## config.mk

```make
export PLATFORM = sky130hd
export DESIGN_NAME = wasm_operand_stack
export DESIGN_NICKNAME = d
export VERILOG_FILES = /design/src/rtl/wasm_operand_stack.sv
export SDC_FILE = /design/constraint.sdc
export NUM_CORES = 2
export LEC_CHECK = 0
export CAP_MARGIN = 40
export CORE_ASPECT_RATIO = 0.8
export CORE_UTILIZATION = 67
export CTS_CLUSTER_SIZE = 24
export DETAILED_ROUTE_END_ITERATION = 12
export PLACE_DENSITY = 0.93
export SLEW_MARGIN = 20
export SYNTH_ARGS = -nofsm -noshare
export SYNTH_HDL_FRONTEND = slang
export SYNTH_SLANG_ARGS = --single-unit
export TNS_END_PERCENT = 20
```

## constraint.sdc

```tcl
create_clock -name clk -period 10.84 [get_ports clk]
set_input_delay 2.71 -clock clk [delete_from_list [all_inputs] [get_ports clk]]
set_output_delay 2.71 -clock clk [all_outputs]
set_load 0.03 [all_outputs]
```

## src/rtl/wasm_operand_stack.sv

```systemverilog
// rtl/wasm_operand_stack.sv - typed WebAssembly operand stack with i32/i64 binary-op engine
// Top of stack lives in registers; lower entries sit in a synchronous-read array.
module wasm_operand_stack #(
  parameter int DEPTH_LOG2 = 4
) (
  input  logic                  clk,
  input  logic                  reset,
  input  logic                  op_valid,
  output logic                  op_ready,
  input  logic [2:0]            op,
  input  logic [63:0]           in_value,
  input  logic [1:0]            in_type,
  output logic [63:0]           result,
  output logic [1:0]            result_type,
  output logic                  result_empty,
  output logic [DEPTH_LOG2:0]   count,
  output logic [3:0]            trap
);

  localparam int DEPTH = 1 << DEPTH_LOG2;
  localparam logic [DEPTH_LOG2:0] FULL = (DEPTH_LOG2 + 1)'(DEPTH);
  localparam logic [DEPTH_LOG2:0] TWO  = (DEPTH_LOG2 + 1)'(2);

  localparam logic [2:0] OP_NOP  = 3'd0;
  localparam logic [2:0] OP_PUSH = 3'd1;
  localparam logic [2:0] OP_DROP = 3'd2;
  localparam logic [2:0] OP_ADD  = 3'd3;
  localparam logic [2:0] OP_SUB  = 3'd4;
  localparam logic [2:0] OP_AND  = 3'd5;
  localparam logic [2:0] OP_OR   = 3'd6;
  localparam logic [2:0] OP_XOR  = 3'd7;

  localparam logic [3:0] TRAP_NONE     = 4'd0;
  localparam logic [3:0] TRAP_OVERFLOW = 4'd1;
  localparam logic [3:0] TRAP_UNDER    = 4'd2;
  localparam logic [3:0] TRAP_TYPE     = 4'd3;

  typedef enum logic [1:0] {
    IDLE  = 2'd0,
    FETCH = 2'd1,
    EXEC  = 2'd2
  } state_t;

  state_t                 state;
  logic [2:0]             pend_op;
  logic [65:0]            mem [0:DEPTH-1];
  logic [65:0]            rd_q;
  logic                   accept;
  logic                   wr_en;
  logic [DEPTH_LOG2-1:0]  wr_addr;
  logic [DEPTH_LOG2-1:0]  rd_addr;
  logic [63:0]            a_val;
  logic [1:0]             a_type;
  logic [63:0]            alu_raw;
  logic [63:0]            alu_res;
  logic                   types_ok;

  always_comb begin
    accept  = op_valid && op_ready && (state == IDLE);
    wr_en   = accept && (trap == TRAP_NONE) && (op == OP_PUSH) &&
              (count != '0) && (count != FULL);
    wr_addr = DEPTH_LOG2'(count - 1'b1);
    rd_addr = DEPTH_LOG2'(count - TWO);
  end

  // Entries are stored as {type, value}; the read port only fires in FETCH.
  always_ff @(posedge clk) begin
    if (wr_en) begin
      mem[wr_addr] <= {result_type, result};
    end
    if (state == FETCH) begin
      rd_q <= mem[rd_addr];
    end
  end

  always_comb begin
    a_val  = rd_q[63:0];
    a_type = rd_q[65:64];
    case (pend_op)
      OP_ADD:  alu_raw = a_val + result;
      OP_SUB:  alu_raw = a_val - result;
      OP_AND:  alu_raw = a_val & result;
      OP_OR:   alu_raw = a_val | result;
      OP_XOR:  alu_raw = a_val ^ result;
      default: alu_raw = a_val;
    endcase
    // Low 32 bits of every op are independent of the upper halves, so i32 just masks.
    alu_res  = (a_type == 2'd0) ? {32'b0, alu_raw[31:0]} : alu_raw;
    types_ok = (a_type == result_type) && !result_type[1];
  end

  assign result_empty = (count == '0);

  always_ff @(posedge clk or negedge reset) begin
    if (!reset) begin
      state       <= IDLE;
      op_ready    <= 1'b1;
      result      <= '0;
      result_type <= '0;
      count       <= '0;
      trap        <= TRAP_NONE;
      pend_op     <= OP_NOP;
    end else begin
      case (state)
        IDLE: begin
          if (accept && (trap == TRAP_NONE)) begin
            case (op)
              OP_NOP: ;
              OP_PUSH: begin
                if (count == FULL) begin
                  trap <= TRAP_OVERFLOW;
                end else begin
                  result      <= in_value;
                  result_type <= in_type;
                  count       <= count + 1'b1;
                end
              end
              default: begin
                if (((op == OP_DROP) && (count == '0)) ||
                    ((op != OP_DROP) && (count < TWO))) begin
                  trap <= TRAP_UNDER;
                end else begin
                  pend_op  <= op;
                  state    <= FETCH;
                  op_ready <= 1'b0;
                end
              end
            endcase
          end
        end
        FETCH: state <= EXEC;
        EXEC: begin
          state    <= IDLE;
          op_ready <= 1'b1;
          if (pend_op == OP_DROP) begin
            count <= count - 1'b1;
            if (count == (DEPTH_LOG2 + 1)'(1)) begin
              result      <= '0;
              result_type <= '0;
            end else begin
              result      <= rd_q[63:0];
              result_type <= rd_q[65:64];
            end
          end else if (!types_ok) begin
            trap <= TRAP_TYPE;
          end else begin
            result      <= alu_res;
            result_type <= a_type;
            count       <= count - 1'b1;
          end
        end
        default: begin
          state    <= IDLE;
          op_ready <= 1'b1;
        end
      endcase
    end
  end

endmodule

```

## Word-level counts from Yosys, hierarchy flattened

Memory sizes are Yosys's and may differ from the RTL's. A register that Yosys moved wholly into a read port is not among the register bits.
Cells that the tools add are included.

- Output and inout port bits: 77
- Word-level logic and storage cells: 109
- Bits in writable memories: 1056
- Memories: 1
- Register bits: 81

Memories:

| memory | words | bits a word | rd ports | clocked after memory_dff | write ports | RTL line | text |
|---|---|---|---|---|---|---|---|
| mem | 16 | 66 | 1 | 1 | 1 | 46 | `logic [65:0] mem [0:DEPTH-1];` |

- Equal/unequal tests: 26
- Add/sub/neg operators: 5
- $lt $le $gt $ge: 1
- Reductions and logical operators: 24
- Mux-type cells: 39
- Bitwise gates (word level): 6

Operators with widths:

| operator | number |
|---|---|
| two-way mux 64 bit | 7 |
| one-hot mux 64 bit (5 select lines) | 1 |
| one-hot mux 64 bit (2 select lines) | 1 |
| adder 64 bit | 1 |
| bitwise AND 64 bit | 1 |
| bitwise OR 64 bit | 1 |
| subtractor 64 bit | 1 |
| XOR 64 bit | 1 |
| two-way mux 5 bit | 5 |
| two-way mux 4 bit | 5 |
| two-way mux 2 bit | 9 |
| one-hot mux 4 bit (2 select lines) | 2 |
| equality test 3 bit (second input constant) | 4 |
| != test 2 bit (second input constant) | 6 |
| one-hot mux 5 bit (2 select lines) | 1 |
| equality test 3 x 2 -> 1 bit (second input constant) | 3 |
| logical AND 1 bit | 9 |
| one-hot mux 2 bit (2 select lines) | 2 |
| AND reduction 4 bit | 2 |
| AND reduction 7 bit | 1 |
| != test 3 x 2 -> 1 bit (second input constant) | 2 |
| adder 5 x 1 -> 5 bit (second input constant) | 1 |
| equality test 5 x 1 -> 1 bit (second input constant) | 1 |
| equality test 5 bit (second input constant) | 1 |
| 25 further kinds | 33 |

## Logic depth before layout (Yosys ltp)

- Depth after elaboration: 8
- Mapped depth: 20
- Mapped depth without buffers: 19

## Least setup slack after synthesis

Ideal clock, no wire load.

- Path type: input to register
- Start point: input op[2]
- End point: memory mem[12][0], enable pin
- Required time: 10.350 ns
- Setup time: 0.490 ns
- Stages on the path: 5
- Setup slack: 4.097 ns
- Arrival: 6.252 ns
- Path through: nor2_1 nand2_1 nor3b_1 nand2_1 nor2_1

- Word-level cells in the longest chain between the ends: 6

Ends and longest elaborated chain:

| element | RTL line | text |
|---|---|---|
| from (decl) | 10 | `input logic [2:0] op,` |
| equality test 3 x 1 -> 1 bit | 60 | `wr_en = accept && (trap == TRAP_NONE) && (op == OP_PUSH) &&` |
| logical AND 1 bit (2 in series) | 60 |  |
| logical AND 1 bit | 61 | `(count != '0) && (count != FULL);` |
| two-way mux 1 bit | 68 | `if (wr_en) begin` |
| two-way mux 1 bit (not written as such) | 69 | `mem[wr_addr] <= {result_type, result};` |
| to (decl) | 46 |  |

No other way between the ends.

## Worst setup path after layout

- Start point: register result[22]
- End point: register result[60]

- Word-level cells in the longest chain between the ends: 6
- Elaborated cells on any way between the ends: 7

Ends and longest elaborated chain:

| element | RTL line | text |
|---|---|---|
| from (decl) | 13 | `output logic [63:0] result,` |
| from (signal assigned) | 113 | `result <= in_value;` |
| from (signal assigned) | 141 | `result <= rd_q[63:0];` |
| from (signal assigned) | 147 | `result <= alu_res;` |
| subtractor 64 bit or adder 64 bit (tied branches) | 81, 80 |  |
| one-hot mux 64 bit (5 select lines) * | 79 | `case (pend_op)` |
| two-way mux 64 bit * | 88 | `alu_res = (a_type == 2'd0) ? {32'b0, alu_raw[31:0]} : alu_raw;` |
| two-way mux 64 bit * | 144 | `end else if (!types_ok) begin` |
| two-way mux 64 bit * | 135 | `if (pend_op == OP_DROP) begin` |
| one-hot mux 64 bit (2 select lines) * | 104 | `case (state)` |

Every way passes the cells marked *; elsewhere a longest branch is shown, timed or not. The select of a mux whose other input is x is not followed.
A chain may end at the register's enable or synchronous reset.

==> flow_summary.yaml <==
floorplan:
  dieArea_mm2: 0.0833
  die_h_um: 258
  core_mm2: 0.0809
  pin_count: 149
  start_util_pct: 68.1
  die_w_um: 322
  rows: 93
timing:
  fmax_ghz: 0.160
  fin_crit_sh_pct: 57.6
  worst_slew_pin_slew_ps: 971
  tns_ps: 0
  grt_setup_unrepaired: "false"
  hold_violations: 0
  fin_worst_skew_ps: 37.1
  period_needed_ps: 6240
  whs_ps: 546
  setup_violations: 0
  drv_slew: 0
  max-slew-margin-rel_pct: 35.3
clock_tree:
  clkSinkCount: 1201
  post_cts_buffers: 0
  h-tree-depth: 3
  clock_path_buffers: 3
  clk_latency_ps: 720
  cts.hold.buffers_added: 0
  clk_pin_slew_worst_paths_ps: 70
  cts_tree: "built"
  cts_resized: 0
  root_buffer: "clkbuf_16"
  numCtsBuffers: 110
synth:
  synth-async-reset-ratio_pct: 6.58
  ys_ff_latch: 1201
  yosys_warnings: 0
  synth_area_leaders: "edfxtp_1 (61%), mux4_2 (14%), ha_1 (4.6%)"
  synth_area_per_cell_um2: 16.0
  syn_area_mm2: 0.0550
  synth_top_cell_by_area: "edfxtp_1"
  synth_cell_types: 83
  synth-seq-area-share_pct: 64.8
  synthCells: 3442
  synth_top_area_share_pct: 61.2
  synth_edf_count: 1122
  ys_dominant_reg_cell: "edfxtp_1"
power_and_ir_drop:
  power.density_mw_per_mm2: 150
  p_leak_nw: 20.7
  p_seq_share_pct: 54.0
  p_int_mw: 7.41
  power_mw: 9.37
  p_comb_share_pct: 2.6
  p_switching_mw: 1.96
  pwr-share-clk_pct: 43.4
  irDropWorstVdd_mv: 0.148
  p_sw_share_pct: 20.9
worst_setup_path:
  rr_endpoint: "result[60]"
  required_ps: 11420
  path_delay_family: "compound AO/OA/AOI/OAI gates"
  critPathLaunch: "result[22]"
  cp.arrival_ps: 6820
  regToRegSetupSlack_ps: 4600
  worst-r2r-cell-count: 15
  path_cells: "or4_1 > nor3_1 > nand4_1 > o41ai_1 > xnor2_1 > ha_1 > a21oi_1 > o21ai_1 > a21o_1 > a211o_1 > a211oi_1 > nand2_1 > a211oi_2 > o21ai_0 > a311o_1"
  cp_slowest_cell: "nand4_1"
  endpoint: "result[60]"
  r2r_start: "result[22]"
  crit_fanout: 21
  cp.depth: 15
  path_class: "register to register"
  critPathLaunchType: "register"
  cpPeakStageDelay_ps: 790
  end_kind: "register"
  path_buf_inv: 0
run:
  cap_violations: 0
global_route:
  grt_pass1_vias: 34600
  grt_pass1_wl_mm: 228
  grt_overflow_total: 0
  grt_usage_pct: 37.9
  grt_start_max_net_pins: 95
  antenna_found_initial: 2
placement:
  port_buffers: 146
  place.gp.congestion: 1.01
  dp_hpwl_mm: 90.5
  place_inst: 4577
layout:
  synthToLayoutAreaGrowth_pct: 13.2
  mostFrequentLayoutCells: "edfxtp_1 (1122), mux4_2 (330), nand2_1 (211), ha_1 (200), o21ai_0 (198)"
  instances_no_fill: 4805
  final_common_cell: "edfxtp_1"
  seqCellArea_mm2: 0.0357
  fin_nets: 3890
  drive_gt1_share_pct: 18.8
  multi_input_area_mm2: 0.0182
  fillers: 4211
  post-route-util_pct: 77.1
drt:
  drtAntennaViolNets: 0
  dr.pass1.iters: 10
  wl_mm: 158
  wl_per_cell_um: 32.8
  vias: 35000
  via_per_inst: 7.28
  drc: 0
  dr.first_iter.drc_count: 6267
hold_path:
  min_from: "op_ready"
  min_path_type: "register to register"
status:
  outcome: "finished clean"
## Yosys cell counts, types with 7 or more instances
cell	n
edfxtp_1	1122
mux4_2	330
nand2_1	211
ha_1	201
o21ai_0	199
inv_1	191
a21oi_1	157
clkbuf_1	147
nor2_1	137
xnor2_1	93
dfrtp_1	78
nand3_1	35
buf_1	34
mux2_2	34
nor3_1	33
o211ai_1	32
a21o_1	30
nand4_1	29
xor2_1	28
a222oi_1	22
a31oi_1	22
o21bai_1	22
a211oi_1	21
o21ai_1	18
a221oi_1	16
o31ai_1	13
o22ai_1	12
o41ai_1	12
or3_1	12
and3_1	10
a41oi_1	9
nor2b_1	9
o221ai_1	9
nor4_1	8
and2_1	7
o21a_1	7
or4_1	7
## metal layers
layer / share of wire (%) / routed length, µm / track usage [%] / vias up
li1: - / - / - / 14000
met1: 34 / 54400 / 52.5 / 17300
met2: 46 / 72800 / 58.3 / 3125
met3: 14 / 22200 / 9.24 / 622
met4: 5.3 / 8310 / 16.4 / 0
met5: 0 / 0 / 0 / -
## registers in the layout (all words and copies together), names as in the netlist
register	count
pend_op	3
result_type	2
trap	2
op_ready	1
count	5
rd_q	66
result	64
state	2
mem	1056
## how the worst min path moves through the flow
stage	endpoint	slack [ps]	depth (start not counted)
CTS	op_ready	510	2
floorplan	state[1]	480	1
global route	op_ready	570	2
detailed placement	op_ready	490	2
global placement	op_ready	500	2
finish	op_ready	550	2
## cell families after synthesis
family / after synthesis / share of synthesized area, %
fa+ha+maj: 202 / 4.60
other cells: 1 / 0.00681
xor+xnor: 121 / 1.93
simple gates: 521 / 4.31
flops: 1201 / 64.8
buf+inv: 379 / 2.61
compound gates: 648 / 7.46
mux: 369 / 14.3
## per-stage QoR
step                      cell area, µm²  worst slack [ps]
final                              62300              4600
after global routing               62300              4430
after CTS                          61900              4780
after detailed placement           58200              4210
after global placement             57900              4260
after floorplan                    55100              4100
## power groups by stage
stage          registers, mW  logic, mW  clock network [mW]
2_1_floorplan           5.16      0.115                   0
3_3_place_gp            5.16      0.228                   0
3_5_place_dp            5.16      0.232                   0
4_1_cts                 5.06      0.236                4.06
5_1_grt                 5.06      0.260                4.24
6_report                5.06      0.246                4.06
## layout make-up
| class | count | area share (%) |
|---|---|---|
| Sequential cell | 1201 | 57.2 |
| Multi-Input combinational cell | 1863 | 29.1 |
| Clock buffer | 133 | 4.81 |
| Timing Repair Buffer | 249 | 4.26 |
| Tap cell | 1092 | 2.19 |
| Clock inverter | 75 | 1.21 |
| Inverter | 191 | 1.15 |
| Antenna cell | 1 | 0.00401 |
## worst register-to-register path, cell delays in order, from the launching register on
cell and delay, ps:
dfrtp_1 670, or4_1 710, nor3_1 450, nand4_1 790, o41ai_1 630, xnor2_1 110, ha_1 370, a21oi_1 240
o21ai_1 140, a21o_1 210, a211o_1 280, a211oi_1 370, nand2_1 210, a211oi_2 450, o21ai_0 180, a311o_1 280
Note: power is estimated with default switching activity, not from simulation.
